### src/rtl/uart_tx_fifo.sv
// UART transmitter fed by a circular byte FIFO; LSB-first frames with 1 or 2 stop bits.
// Optional even-parity bit is built only when UART_TX_PARITY_EN is defined.
module uart_tx_fifo #(
    parameter int log2_fifosz = 4
) (
    input  logic                   i_clk,
    input  logic                   i_nrst,
    input  logic [31:0]            i_scaler,
    input  logic                   i_stop2,
    input  logic                   i_parity_en,
    input  logic                   i_wvalid,
    input  logic [7:0]             i_wdata,
    output logic                   o_wready,
    output logic                   o_td,
    output logic                   o_busy,
    output logic                   o_fifo_empty,
    output logic                   o_fifo_full,
    output logic [log2_fifosz:0]   o_fifo_cnt,
    output logic                   o_tx_done
);

    localparam int DEPTH = 1 << log2_fifosz;

    typedef enum logic [2:0] {
        ST_IDLE,
        ST_START,
        ST_DATA,
`ifdef UART_TX_PARITY_EN
        ST_PARITY,
`endif
        ST_STOP1,
        ST_STOP2
    } state_t;

    logic [7:0]             mem_q [DEPTH];
    logic [log2_fifosz-1:0] wr_ptr_q;
    logic [log2_fifosz-1:0] rd_ptr_q;
    logic [log2_fifosz:0]   cnt_q;

    state_t      state_q;
    logic [7:0]  shift_q;
    logic [31:0] scaler_q;
    logic [31:0] timer_q;
    logic [2:0]  bit_cnt_q;
    logic        stop2_q;
    logic        td_q;
    logic        busy_q;
    logic        done_q;
`ifdef UART_TX_PARITY_EN
    logic        par_en_q;
    logic        par_q;
`else
    logic        unused_parity_en;
    assign unused_parity_en = i_parity_en;
`endif

    logic push;
    logic pop;
    logic bit_end;
    logic last_stop;

    assign o_fifo_empty = (cnt_q == '0);
    assign o_fifo_full  = (cnt_q == (log2_fifosz+1)'(DEPTH));
    assign o_wready     = !o_fifo_full;
    assign o_fifo_cnt   = cnt_q;
    assign o_td         = td_q;
    assign o_busy       = busy_q;
    assign o_tx_done    = done_q;

    assign push      = i_wvalid && o_wready;
    assign bit_end   = (timer_q == 32'd0);
    assign last_stop = (state_q == ST_STOP2) || ((state_q == ST_STOP1) && !stop2_q);
    // A frame starts either from idle or straight out of the final stop bit.
    assign pop       = !o_fifo_empty && ((state_q == ST_IDLE) || (last_stop && bit_end));

    always_ff @(posedge i_clk) begin
        if (push) begin
            mem_q[wr_ptr_q] <= i_wdata;
        end
    end

    always_ff @(posedge i_clk or negedge i_nrst) begin
        if (!i_nrst) begin
            wr_ptr_q <= '0;
            rd_ptr_q <= '0;
            cnt_q    <= '0;
        end else begin
            if (push) begin
                wr_ptr_q <= wr_ptr_q + 1'b1;
            end
            if (pop) begin
                rd_ptr_q <= rd_ptr_q + 1'b1;
            end
            case ({push, pop})
                2'b10:   cnt_q <= cnt_q + 1'b1;
                2'b01:   cnt_q <= cnt_q - 1'b1;
                default: cnt_q <= cnt_q;
            endcase
        end
    end

    always_ff @(posedge i_clk or negedge i_nrst) begin
        if (!i_nrst) begin
            state_q   <= ST_IDLE;
            shift_q   <= '0;
            scaler_q  <= '0;
            timer_q   <= '0;
            bit_cnt_q <= '0;
            stop2_q   <= 1'b0;
            td_q      <= 1'b1;
            busy_q    <= 1'b0;
            done_q    <= 1'b0;
`ifdef UART_TX_PARITY_EN
            par_en_q  <= 1'b0;
            par_q     <= 1'b0;
`endif
        end else begin
            done_q <= 1'b0;
            if (!bit_end) begin
                timer_q <= timer_q - 32'd1;
            end
            // td_q and done_q are set one edge early so they line up with the bit they describe.
            case (state_q)
                ST_START: begin
                    if (bit_end) begin
                        state_q   <= ST_DATA;
                        td_q      <= shift_q[0];
                        timer_q   <= scaler_q;
                        bit_cnt_q <= 3'd0;
                    end
                end
                ST_DATA: begin
                    if (bit_end) begin
                        shift_q   <= shift_q >> 1;
                        timer_q   <= scaler_q;
                        bit_cnt_q <= bit_cnt_q + 3'd1;
`ifdef UART_TX_PARITY_EN
                        par_q     <= par_q ^ shift_q[0];
`endif
                        if (bit_cnt_q != 3'd7) begin
                            td_q <= shift_q[1];
`ifdef UART_TX_PARITY_EN
                        end else if (par_en_q) begin
                            state_q <= ST_PARITY;
                            td_q    <= par_q ^ shift_q[0];
`endif
                        end else begin
                            state_q <= ST_STOP1;
                            td_q    <= 1'b1;
                            done_q  <= (scaler_q == 32'd0) && !stop2_q;
                        end
                    end
                end
`ifdef UART_TX_PARITY_EN
                ST_PARITY: begin
                    if (bit_end) begin
                        state_q <= ST_STOP1;
                        td_q    <= 1'b1;
                        timer_q <= scaler_q;
                        done_q  <= (scaler_q == 32'd0) && !stop2_q;
                    end
                end
`endif
                ST_STOP1, ST_STOP2: begin
                    if (!bit_end) begin
                        done_q <= last_stop && (timer_q == 32'd1);
                    end else if (!last_stop) begin
                        state_q <= ST_STOP2;
                        timer_q <= scaler_q;
                        done_q  <= (scaler_q == 32'd0);
                    end else begin
                        state_q <= ST_IDLE;
                        td_q    <= 1'b1;
                        busy_q  <= 1'b0;
                    end
                end
                default: begin
                    td_q   <= 1'b1;
                    busy_q <= 1'b0;
                end
            endcase
            // Loading a new frame overrides whatever the state branch chose above.
            if (pop) begin
                state_q  <= ST_START;
                shift_q  <= mem_q[rd_ptr_q];
                scaler_q <= i_scaler;
                timer_q  <= i_scaler;
                stop2_q  <= i_stop2;
                td_q     <= 1'b0;
                busy_q   <= 1'b1;
`ifdef UART_TX_PARITY_EN
                par_en_q <= i_parity_en;
                par_q    <= 1'b0;
`endif
            end
        end
    end

endmodule

### config.mk
export PLATFORM = sky130hd
export DESIGN_NAME = uart_tx_fifo
export DESIGN_NICKNAME = d
export VERILOG_FILES = /design/src/rtl/uart_tx_fifo.sv
export SDC_FILE = /design/constraint.sdc
export NUM_CORES = 1
export LEC_CHECK = 0
export BUFFER_PORTS_ARGS = -buffer_cell sky130_fd_sc_hd__buf_2
export CORE_ASPECT_RATIO = 1.75
export CORE_MARGIN = 3
export CORE_UTILIZATION = 29
export DETAILED_ROUTE_END_ITERATION = 6
export PLACE_DENSITY = 0.42
export SYNTH_ARGS = -nofsm -noshare
export SYNTH_HDL_FRONTEND = slang
export SYNTH_SLANG_ARGS = --single-unit
### constraint.sdc
create_clock -name i_clk -period 10.1 [get_ports i_clk]
set_input_delay 1.01 -clock i_clk [delete_from_list [all_inputs] [get_ports i_clk]]
set_output_delay 1.01 -clock i_clk [all_outputs]
set_load 0.05 [all_outputs]
==> results.toml <==
[global_routing]
track_usage = 0.138
grt_overflow = 0
grt_start_max_net_pins = 62
antenna_found_initial = 0
grt_pass1_vias = 6555
grt_pass1_wl_microns = 39300

[cts]
clock_latency_ns = 0.53
clock_sinks = 223
tritoncts = "built"
cts.repair.resized = 0
cts_buffers = 24
root_buffer = "clkbuf_16"
post_cts_buffers = 0
clk_pin_slew_ns = 0.06
h-tree-depth = 1
ctsHoldBuffers = 0
cts_max_path_buffers = 3

[floorplan]
die_area_sq_mm = 0.0366
rows = 89
core_sq_mm = 0.0337
fp.dieH_microns = 251
die_w_microns = 146
io_pins = 56
start_util = 0.295

[timing]
period_needed_ns = 3.80
post-route-period-util = 0.377
finClkSkew_ns = 0.0173
max_freq_ghz = 0.263
relSlewSlack = 0.246
setup_tns_ns = 0
rsz0062_at_grt = "false"
hold_viol = 0
slew_viol_final = 0
tightest_slew_ns = 1.12
setup_violations = 0

[finish]
nets = 861
drive_above_1_share = 0.201
fin_area_sq_mm = 0.0114
antennaDiodeCount = 0
syn_to_final_growth_pct = 14.9
fillCellCount = 3402
final_util = 0.339

[synthesis]
synthDistinctLibCells = 57
ys.flop_type = "edfxtp_1"
syn_inst = 749
synthArstFlopShare = 0.426
avgSynthCellArea_sq_um = 13.3
synth_warnings = 0
synth_common_cells = "161 x nand2_1, 128 x edfxtp_1, 94 x dfrtp_1"
synth.largest_area_cell = "edfxtp_1"
synth-edff-count = 128
yosysMostFrequentCell = "nand2_1"
synthesis.area_sq_mm = 0.00995
synth_seq_area_share = 0.626
synth_top_area_frac = 0.386
synth.area.top_cells = "edfxtp_1 39%, dfrtp_1 24%, mux4_2 9.1%"
synth_seq_cells = 223
syn_nets = 809

[setup_path]
worst-path-max-fanout = 5
critPathKind = "reg2reg"
start_kind = "register"
crit_required_ns = 10.50
end_kind = "register"
crit_arrival_ns = 4.21

[run_status]
status = "finished, final reports clean"

[detailed_routing]
via_per_inst = 4.72
initialDrtViolationCount = 339
drc = 0
routed_wl_microns = 24800
wl_per_cell_microns = 19.5
ant_nets = 0
vias = 5999
dr.pass1.iters = 4

[power]
p_leak_nw = 4.17
clock_power_share = 0.363
total_power_mw = 2.28
swShare = 0.278
p_per_area_mw_per_mm2 = 199
internal_power_mw = 1.64
ir_worst_vdd_uv = 107
power_frac_seq = 0.505
switchingPower_uw = 633
p_comb_frac = 0.132

[worst_hold_path]
hp-class = "in2async"

[placement]
hpwl_microns = 17400
port_buffers = 54
placed_area_sq_mm = 0.0107
gp_congestion = 0.729

[job]
cap_violations = 0
## state kept, by name (all words and copies together), names as in the netlist
register	flops
bit_cnt_q	3
mem_q	128
o_busy	1
o_fifo_cnt	5
o_td	1
o_tx_done	1
rd_ptr_q	4
scaler_q	32
shift_q	8
state_q	3
stop2_q	1
timer_q	32
wr_ptr_q	4
## layout make-up
type,instances,area (sq um),share of cell area
Clock buffer,26,608,0.0532
Clock inverter,15,115,0.0101
Inverter,15,56.3,0.00493
Multi-Input combinational cell,474,3520,0.308
Sequential cell,223,6220,0.544
Tap cell,455,569,0.0498
Timing Repair Buffer,63,340,0.0298
## per-stage QoR
step	hold slack, ns	setup WS, ns	instances
after floorplan	0.442	6.15	749
final	0.466	6.30	1271
after global placement	0.455	6.26	1230
after detailed placement	0.468	6.26	1230
after CTS	0.466	6.22	1271
after global routing	0.493	6.04	1271
## critical path, cell delays in order, from the launching register on
cell and delay [ns]:
dfrtp_1 0.45, nor4_1 0.62, nand3_1 0.40, nor3_1 0.60
a21oi_4 0.13, inv_2 0.10, ha_1 0.24, inv_1 0.12
fa_1 0.41, inv_1 0.08, a21o_1 0.12, a21oi_1 0.07
xnor2_1 0.13, nor2_1 0.06, xor2_1 0.14
## worst paths after layout
path | from | end | slack (ns) | cells past startpoint
min in group i_clk | bit_cnt_q[2]$_DFFE_PN0P_ | bit_cnt_q[2]$_DFFE_PN0P_ | 0.48 | 2
worst max register to register | timer_q[23]$_DFF_PN0_ | o_fifo_cnt[4]$_DFFE_PN0P_ | 6.30 | 14
worst min-delay path | i_nrst | scaler_q[14]$_DFFE_PN0P_ | 0.47 | 1
max in group asynchronous | i_nrst | shift_q[6]$_DFFE_PN0P_ | 8.44 | 2
worst max-delay path | timer_q[23]$_DFF_PN0_ | o_fifo_cnt[4]$_DFFE_PN0P_ | 6.30 | 14
worst min register to register | bit_cnt_q[2]$_DFFE_PN0P_ | bit_cnt_q[2]$_DFFE_PN0P_ | 0.48 | 2
## cell families after synthesis
kind of cell / share of synthesized area
buffers and inverters: 0.0238
and+or+nand+nor: 0.139
adders and majority gates: 0.0196
muxes: 0.102
xor gates and xnor gates: 0.0317
DFF: 0.626
AOI/OAI and AO/OA: 0.0581
## metal layers
metal	part of all wire	wire [microns]	vias to the layer above	GRT usage
met5	0	0	-	0
met4	0.024	590	0	0.0412
met3	0.030	749	28	0.0202
met2	0.60	14900	80	0.285
met1	0.35	8560	3038	0.138
li1	-	-	2853	-
## cell usage in the layout (no fill, tap or decap), types with 14 or more instances in the layout
cell type / netlist / final
buf_2: 9 / 53
clkbuf_16: 0 / 24
dfrtp_1: 94 / 93
edfxtp_1: 128 / 128
ha_1: 14 / 14
inv_1: 14 / 14
mux4_2: 40 / 40
nand2_1: 161 / 161
nor2_1: 32 / 32
nor4_1: 18 / 18
o211ai_1: 18 / 18
xnor2_1: 21 / 21
xor2_1: 15 / 15
## power by group through the flow
stage | Combinational [mW] | Sequential (mW) | Clock (mW)
after floorplan | 0.196 | 1.17 | 0
after global placement | 0.306 | 1.17 | 0
after detailed placement | 0.310 | 1.17 | 0
after CTS | 0.311 | 1.15 | 0.865
after global routing | 0.335 | 1.16 | 0.895
final | 0.301 | 1.15 | 0.826
(Power assumes the default switching activity.)
